**config.mk**
```make
export PLATFORM = sky130hd
export DESIGN_NAME = pe_result_packer
export DESIGN_NICKNAME = d
export VERILOG_FILES = /design/src/rtl/pe_result_packer.sv
export SDC_FILE = /design/constraint.sdc
export NUM_CORES = 1
export LEC_CHECK = 0
export CORE_MARGIN = 4
export CORE_UTILIZATION = 45
export CTS_CLUSTER_DIAMETER = 80
export CTS_CLUSTER_SIZE = 12
export DETAILED_ROUTE_END_ITERATION = 10
export GPL_TIMING_DRIVEN = 0
export SLEW_MARGIN = 25
export SYNTH_ARGS = -nofsm -noshare
export SYNTH_HDL_FRONTEND = slang
export SYNTH_SLANG_ARGS = --single-unit
```
**constraint.sdc**
```tcl
create_clock -name clk -period 5.9 [get_ports clk]
set_clock_uncertainty 0.1 [all_clocks]
set_input_delay 1.18 -clock clk [delete_from_list [all_inputs] [get_ports clk]]
set_output_delay 1.18 -clock clk [all_outputs]
set_load 0.1 [all_outputs]
```
**src/rtl/pe_result_packer.sv**
```systemverilog
// pe_result_packer
//   Collects one row of eight 16-bit PE results per pe_vld beat, buffers the
//   rows in a small FIFO and serialises each row as four 32-bit words onto a
//   sop/eop/vld packet stream. The output has no backpressure; a row that
//   arrives while the FIFO is full (and no pop happens that edge) is dropped
//   and the sticky ovf flag is raised.
//
// Ports
//   clk, rst_n            clock (rising edge), asynchronous active-low reset
//   pe_vld, pe_last       row valid / row closes the result packet
//   pe_data_0..7 [15:0]   PE results, PE index 0..7
//   ovf_clr               clears the ovf sticky flag (a same-cycle drop wins)
//   out_sop, out_eop      first / last word of packet
//   out_vld, out_data     registered word stream, data holds when not valid
//   busy                  FIFO non-empty or a row is being sent
//   ovf                   sticky: at least one row was dropped
module pe_result_packer #(
  parameter int FIFO_DEPTH = 4,
  parameter int PTR_W      = 2
) (
  input  logic        clk,
  input  logic        rst_n,
  input  logic        pe_vld,
  input  logic        pe_last,
  input  logic [15:0] pe_data_0,
  input  logic [15:0] pe_data_1,
  input  logic [15:0] pe_data_2,
  input  logic [15:0] pe_data_3,
  input  logic [15:0] pe_data_4,
  input  logic [15:0] pe_data_5,
  input  logic [15:0] pe_data_6,
  input  logic [15:0] pe_data_7,
  input  logic        ovf_clr,
  output logic        out_sop,
  output logic        out_eop,
  output logic        out_vld,
  output logic [31:0] out_data,
  output logic        busy,
  output logic        ovf
);

  localparam logic [0:0]     ST_IDLE  = 1'b0;
  localparam logic [0:0]     ST_SEND  = 1'b1;
  localparam logic [PTR_W:0] CNT_FULL = (PTR_W+1)'(FIFO_DEPTH);
  localparam logic [PTR_W:0] CNT_TWO  = (PTR_W+1)'(2);

  // Row storage: {pe_last, pe_data_7 .. pe_data_0}; PE k sits at bits [16k+15:16k]
  // so word w of a row is simply bits [32w+31:32w].
  logic [128:0]     mem_q [FIFO_DEPTH];
  logic [PTR_W-1:0] wr_ptr_q, wr_ptr_d;
  logic [PTR_W-1:0] rd_ptr_q, rd_ptr_d;
  logic [PTR_W:0]   count_q,  count_d;
  logic [0:0]       state_q,  state_d;
  logic [1:0]       idx_q,    idx_d;
  logic             in_pkt_q, in_pkt_d;
  logic             ovf_q,    ovf_d;
  logic             sop_q,    sop_d;
  logic             eop_q,    eop_d;
  logic             vld_q,    vld_d;
  logic [31:0]      data_q,   data_d;

  logic [128:0] head_row;
  logic [1:0]   cur_idx;
  logic         emit;
  logic         pop;
  logic         push;
  logic         drop;

  assign head_row = mem_q[rd_ptr_q];

  // A word is registered every edge while sending, and on the IDLE edge that
  // sees a waiting row (that edge always registers word0).
  assign emit    = (state_q == ST_SEND) || (count_q != '0);
  assign cur_idx = (state_q == ST_SEND) ? idx_q : 2'd0;
  assign pop     = emit && (cur_idx == 2'd3);
  // A full FIFO still accepts when the head row leaves on the same edge.
  assign push    = pe_vld && ((count_q != CNT_FULL) || pop);
  assign drop    = pe_vld && !push;

  always_comb begin
    wr_ptr_d = wr_ptr_q;
    rd_ptr_d = rd_ptr_q;
    count_d  = count_q;
    state_d  = ST_IDLE;
    idx_d    = 2'd0;
    in_pkt_d = in_pkt_q;
    sop_d    = 1'b0;
    eop_d    = 1'b0;
    vld_d    = 1'b0;
    data_d   = data_q;
    ovf_d    = drop | (ovf_q & ~ovf_clr);

    if (push) begin
      wr_ptr_d = PTR_W'(wr_ptr_q + 1'b1);
    end
    if (pop) begin
      rd_ptr_d = PTR_W'(rd_ptr_q + 1'b1);
    end
    case ({push, pop})
      2'b10:   count_d = count_q + 1'b1;
      2'b01:   count_d = count_q - 1'b1;
      default: count_d = count_q;
    endcase

    if (emit) begin
      vld_d  = 1'b1;
      data_d = head_row[{cur_idx, 5'd0} +: 32];
      if (cur_idx == 2'd0) begin
        sop_d    = ~in_pkt_q;
        in_pkt_d = 1'b1;
      end
      if (cur_idx == 2'd3) begin
        eop_d = head_row[128];
        if (head_row[128]) begin
          in_pkt_d = 1'b0;
        end
        // Another row already queued behind the head: continue without a gap.
        state_d = (count_q >= CNT_TWO) ? ST_SEND : ST_IDLE;
        idx_d   = 2'd0;
      end else begin
        state_d = ST_SEND;
        idx_d   = 2'(cur_idx + 2'd1);
      end
    end
  end

  always_ff @(posedge clk) begin
    if (push) begin
      mem_q[wr_ptr_q] <= {pe_last, pe_data_7, pe_data_6, pe_data_5, pe_data_4,
                          pe_data_3, pe_data_2, pe_data_1, pe_data_0};
    end
  end

  always_ff @(posedge clk or negedge rst_n) begin
    if (!rst_n) begin
      wr_ptr_q <= '0;
      rd_ptr_q <= '0;
      count_q  <= '0;
      state_q  <= ST_IDLE;
      idx_q    <= 2'd0;
      in_pkt_q <= 1'b0;
      ovf_q    <= 1'b0;
      sop_q    <= 1'b0;
      eop_q    <= 1'b0;
      vld_q    <= 1'b0;
      data_q   <= '0;
    end else begin
      wr_ptr_q <= wr_ptr_d;
      rd_ptr_q <= rd_ptr_d;
      count_q  <= count_d;
      state_q  <= state_d;
      idx_q    <= idx_d;
      in_pkt_q <= in_pkt_d;
      ovf_q    <= ovf_d;
      sop_q    <= sop_d;
      eop_q    <= eop_d;
      vld_q    <= vld_d;
      data_q   <= data_d;
    end
  end

  assign out_sop  = sop_q;
  assign out_eop  = eop_q;
  assign out_vld  = vld_q;
  assign out_data = data_q;
  assign ovf      = ovf_q;
  assign busy     = (count_q != '0) | (state_q == ST_SEND);

endmodule

```
# After elaboration in Yosys (flattened, before gate mapping)
# Memories as Yosys holds them, arrays and structs flattened.
# Index checks and enable logic that the tools add are counted.
dict set report totals {
  inputBits 133
  n_memories 1
  ram_bits 516
  ff_bits 47
  elab_cells 54
}
# memory depth width rd rd_clocked_by_memory_dff wr line_no
set memory_table {}
lappend memory_table {mem_q 4 129 1 0 1 49} ;# logic [128:0] mem_q [FIFO_DEPTH];
dict set report classes {
  shift 1
  n_reduce_logical 9
  eq_ne 4
  add_sub_neg 5
  n_mux 17
  bitwise 5
  magnitude_cmp 1
}
# operator n
set op_table {}
lappend op_table {{$shiftx A129 B8 Y32} 1}
lappend op_table {{$mux W1} 13}
lappend op_table {{$add A2 B1 Y2 const B} 3}
lappend op_table {{$mux W2} 3}
lappend op_table {{$pmux W3 S2} 1}
lappend op_table {{$eq A2 B2 Y1 const B} 2}
lappend op_table {{$add A3 B1 Y3 const B} 1}
lappend op_table {{$ge A3 B2 Y1 const B} 1}
lappend op_table {{$logic_and A1 B1 Y1} 3}
lappend op_table {{$ne A3 B3 Y1 const B} 1}
lappend op_table {{$reduce_bool A3 Y1} 1}
lappend op_table {{$sub A3 B1 Y3 const B} 1}
lappend op_table {{$eq A2 B1 Y1 const B} 1}
lappend op_table {{$logic_not A2 Y1} 1}
lappend op_table {{$logic_or A1 B1 Y1} 2}
lappend op_table {{$not A1 Y1} 2}
lappend op_table {{$or A1 B1 Y1} 2}
lappend op_table {{$reduce_bool A2 Y1} 1}
lappend op_table {{$and A1 B1 Y1} 1}
lappend op_table {{$logic_not A1 Y1} 1}

# Logic depth before layout (Yosys ltp)
dict set report logic_depth {
  depth_word 8
  ltp_mapped 13
  mapped_depth_nobuf 10
}

# Least setup slack after synthesis
# Ideal clock, no wire load.
dict set report synth_path {
  path_kind {reg-to-reg}
  startpoint {reg state_q}
  endpoint {mem mem_q[0][0], enable pin}
  period_less_slack_ns 5.176
  path_stages_with_launch 9
  n_path_buf 4
  t_required_ns 5.296
  arrival_time_ns 4.573
  setup_slack_ns 0.724
  setup_time_ns 0.504
  cell_sequence {dfrtp_1 > and2_1 > buf_4 > buf_6 > buf_4 > ha_1 > clkbuf_1 > o21a_1 > and2_1}
}
dict set report synth_between {
  elab_chain_cells 7
}
# element line_no
set synth_rtl {}
lappend synth_rtl {{start, declared} 53} ;# logic [0:0] state_q, state_d;
lappend synth_rtl {{start signal, assigned} 151} ;# state_q <= state_d;
lappend synth_rtl {{$mux W2} 74} ;# assign cur_idx = (state_q == ST_SEND) ? idx_q : 2'd0;
lappend synth_rtl {{$eq A2 B2 Y1} 75} ;# assign pop = emit && (cur_idx == 2'd3);
lappend synth_rtl {{$logic_and A1 B1 Y1 *} 75}
lappend synth_rtl {{$logic_or A1 B1 Y1 *} 77} ;# assign push = pe_vld && ((count_q != CNT_FULL) || pop);
lappend synth_rtl {{$logic_and A1 B1 Y1 *} 77}
lappend synth_rtl {{$mux W1 *} 128} ;# if (push) begin
lappend synth_rtl {{$mux W1 (implied by the code) *} 129} ;# mem_q[wr_ptr_q] <= {pe_last, pe_data_7, pe_data_6, pe_data_5, pe_data_4,
lappend synth_rtl {{end, declared} 49}
# Mark *: on every way between the ends. The rest lies on a longest branch, timed or not.

# Worst setup path after layout
dict set report layout_path {
  startpoint {reg state_q}
  endpoint {out busy}
}
dict set report layout_between {
  elab_chain_cells 1
}
# element line_no
set layout_rtl {}
lappend layout_rtl {{$or A1 B1 Y1} 167} ;# assign busy = (count_q != '0) | (state_q == ST_SEND);
lappend layout_rtl {{end, declared} 38} ;# output logic busy,
# No other way between the ends.

==> qor_table.md <==
| Group | Parameter | Reported |
|---|---|---|
| setup path | Critical path cell sequence | or4_1 > buf_2 > clkbuf_1 > clkdlybuf4s50_1 |
| yosys | Largest family of logic cells by synthesized area | multiplexers |
| setup path | Setup CP Type | reg2out |
| routing | Via count | 10337 |
| sta | RSZ-0062 raised after global routing | false |
| clocking | Max H-tree Level | 2 |
| clocking | Post-cts repair resize count | 0 |
| setup path | Launching point of the worst reg2reg path | state_q$_DFF_PN0_ |
| clocking | Maximum buffer depth of the clock tree | 3 |
| routing | Drt total wl | 47.8 mm |
| sta | Worst hold-check slack | 0.335 ns |
| setup path | Delay of the slowest cell on the worst path | 1.27 ns |
| job | Max cap viols | 0 |
| setup path | CP bufs+invs | 3 |
| yosys | Synth Flop Type | sky130_fd_sc_hd__edfxtp_1 |
| final layout | Final design utilization | 0.547 |
| die | Die Span Y | 224 um |
| yosys | Post-synthesis share of cell area spent on full adders, half adders and majority gates | 0.00451 |
| global route | GRT Total Usage | 0.191 |
| clocking | Count of hold-fix buffers inserted at cts | 0 |
| power and ir drop | Static Leakage | 8.27 nW |
| power and ir drop | Maximum resistive drop on vdd | 471 uV |
| final layout | Fraction of final layout cells sized beyond drive strength 1 | 0.195 |
| die | Initial core utilization | 0.454 |
| clocking | Cts bufs inserted | 52 |
| yosys | Synthesized area per cell | 22.6 um^2 |
| global route | Total grt overflow | 0 |
| yosys | Number of warnings reported in the yosys synthesis log | 0 |
| die | Floorplan Core Area | 0.0465 mm^2 |
| sta | Actual slew at the worst max-slew pin | 1.06 ns |
| yosys | Number of nets in the synthesized netlist | 1073 |
| clocking | Clock root buffer master | sky130_fd_sc_hd__clkbuf_16 |
| final layout | Synthesis-to-finish area growth | 20.4% |
| yosys | Area fraction of the dominant cell type after synthesis | 0.735 |
| sta | Highest clock frequency the design can meet | 217 MHz |
| final layout | Nets | 1309 |
| power and ir drop | Power density over cell area | 529 mW/mm^2 |
| routing | Detailed router's first-iteration violation count | 890 |
| setup path | Critical path required time | 4.62 ns |
| yosys | Number of synthesized register bits | 563 |
| setup path | CP Data Arrival Time | 3.34 ns |
| global route | Wire length of the first global-routing pass | 70.7 mm |
| setup path | Dominant delay contributor by cell family on the critical path | buffers and inverters |
| place | Detail Placement HPWL | 30.1 mm |
| clocking | Insertion delay of the later-clocked pin in the worst-skew pair | 0.60 ns |
| global route | Number of global-route vias before repair | 10645 |
| clocking | Post-CTS clock slew at the launch and capture registers of the worst setup and hold paths | 0.06 ns |
| sta | Min cycle time layout | 4.62 ns |
| yosys | Combined area of all synthesized cells | 0.0211 mm^2 |
| yosys | EDFF count, synth | 516 |
| yosys | Compound-Gate Fraction of Synth Area | 0.0354 |
| routing | Post-route DRC | 0 |
| die | Number of rows created at floorplan | 79 |
| global route | Number of antenna violations at the first check in global routing | 7 |
| yosys | Most numerous cell in the Yosys netlist | sky130_fd_sc_hd__edfxtp_1 |
| sta | Setup TNS | 0 ns |
| routing | Router iterations before antenna repair | 5 |
| hold path | Type of the most critical hold path | reg2reg |
| routing | Post-route antenna net violation count | 0 |
| die | Boundary pin count | 170 |
| setup path | Beginning of the critical path | state_q$_DFF_PN0_ |
| setup path | Crit-path max FO | 11 |
| yosys | Cell taking the most area after synthesis | sky130_fd_sc_hd__edfxtp_1 |
| die | Total Die Area | 0.0504 mm^2 |
| setup path | Critical path's slowest cell | sky130_fd_sc_hd__clkdlybuf4s50_1 |
| sta | Hold violation count in the final report | 0 |
| sta | Max-slew violation count | 0 |
| routing | DR WL/cell | 26.2 um |
| setup path | Startpoint kind of the worst setup timing path | flip-flop |
| yosys | Count of unique library cells instantiated by Yosys | 34 |
| global route | Maximum number of pins on one net before global-route repair | 45 |
| status | Run status | finished, final reports clean |
| yosys | Share of synthesized flip-flops with an asynchronous set or reset | 0.0835 |
| yosys | Post-synth top cells | 516 x sky130_fd_sc_hd__edfxtp_1, 129 x sky130_fd_sc_hd__mux4_2, 64 x sky130_fd_sc_hd__a22oi_1 |
| hold path | Startpoint of the tightest hold check path | in_pkt_q$_DFFE_PN0P_ |
| yosys | Top cells by area in the synthesized netlist | sky130_fd_sc_hd__edfxtp_1 73%, sky130_fd_sc_hd__mux4_2 14%, sky130_fd_sc_hd__dfrtp_1 5.6% |
| yosys | Post-Synth XOR/XNOR Area | 0.00166 |
| routing | Routed via count divided by cell count | 5.67 |
| yosys | Synth Instances | 933 |
| yosys | Share of cell area taken by muxes after synthesis | 0.139 |
| sta | Slew margin rel. | 0.294 |
| setup path | Kind of capture point of the worst setup path | primary output |
| yosys | Post-Synth Simple-Gate Area | 0.0128 |
| sta | Final period util | 0.782 |
| place | Placer's final routability congestion estimate | 0.723 |
| sta | Setup-failing EPs final | 0 |
| yosys | Post-synthesis sequential area ratio | 0.791 |
| die | Die width | 224 um |
| place | Port buffer count | 169 |
| clocking | CTS sink count | 563 |
| clocking | Post-CTS Setup Inserts | 0 |
| clocking | Clock tree from TritonCTS | built |
## routing by layer
| metal | global-route usage | up-vias | part of all wire |
|---|---|---|---|
| li1 | - | 4428 | - |
| met5 | 0 | - | 0.0010 |
| met2 | 0.303 | 347 | 0.49 |
| met1 | 0.275 | 5474 | 0.43 |
| met3 | 0.0394 | 80 | 0.065 |
| met4 | 0.0524 | 8 | 0.020 |
## layout by cell type, fill, tap and decap left out, types with 7 or more instances in the layout
cell type,netlist,layout
sky130_fd_sc_hd__edfxtp_1,516,516
sky130_fd_sc_hd__dfrtp_1,47,47
sky130_fd_sc_hd__clkbuf_1,22,65
sky130_fd_sc_hd__buf_16,0,7
sky130_fd_sc_hd__nor2_1,39,39
sky130_fd_sc_hd__clkbuf_16,0,54
sky130_fd_sc_hd__buf_4,16,17
sky130_fd_sc_hd__a22oi_1,64,64
sky130_fd_sc_hd__buf_2,10,10
sky130_fd_sc_hd__a31oi_1,32,32
sky130_fd_sc_hd__clkdlybuf4s50_1,0,168
sky130_fd_sc_hd__mux4_2,129,129
## final cells by class
cell class | count | area, um^2
plain buffers | 54 | 313
well taps | 607 | 759
repair buffers | 182 | 2000
flip-flops and latches | 563 | 16700
clock inverters | 1 | 16.3
multi-input cells | 309 | 4080
clock buffers | 97 | 1510
diodes | 3 | 7.51
fillers | 3610 | 21100
inverters | 7 | 26.3
## cells by family after synthesis
| kind of cell | after synthesis |
|---|---|
| flip-flops | 563 |
| AND/OR/NAND/NOR | 60 |
| buffers and inverters | 61 |
| XOR/XNOR | 4 |
| AO/OA/AOI/OAI | 107 |
| adder cells (fa/ha/maj) | 7 |
| multiplexers | 131 |
## through the flow
step | worst slack [ns] | power, mW | instances | instance area, um^2
after CTS | 1.25 | 13.6 | 1820 | 25400
final | 1.28 | 13.4 | 1823 | 25400
after global routing | 1.19 | 14.0 | 1821 | 25400
after detailed placement | 1.91 | 10.5 | 1722 | 23900
after global placement | -2.01 | 10.5 | 1709 | 23500
after floorplan | 0.724 | 8.97 | 933 | 21100
## power by group
part / total, mW / switching, mW / internal (mW)
sequential: 5.57 / 0.247 / 5.32
clock: 3.10 / 1.38 / 1.71
combinational: 4.76 / 2.94 / 1.82
## registers in the layout (all words and copies together) (netlist names)
name / count
out_data: 32
in_pkt_q: 1
count_q: 3
out_vld: 1
out_sop: 1
out_eop: 1
state_q: 1
rd_ptr_q: 2
idx_q: 2
wr_ptr_q: 2
ovf: 1
mem_q: 516
## final timing paths
path / cells past startpoint / slack [ns] / to
max in group asynchronous: 2 / 4.75 / out_data[18]$_DFFE_PN0P_
max: 4 / 1.28 / busy
min: 1 / 0.34 / out_sop$_DFF_PN0_
max reg2reg: 10 / 2.27 / mem_q[3][117]$_DFFE_PP_
min reg2reg: 1 / 0.34 / out_sop$_DFF_PN0_
min in group asynchronous: 1 / 0.40 / out_data[4]$_DFFE_PN0P_
Power figures use the tool's default switching activity.
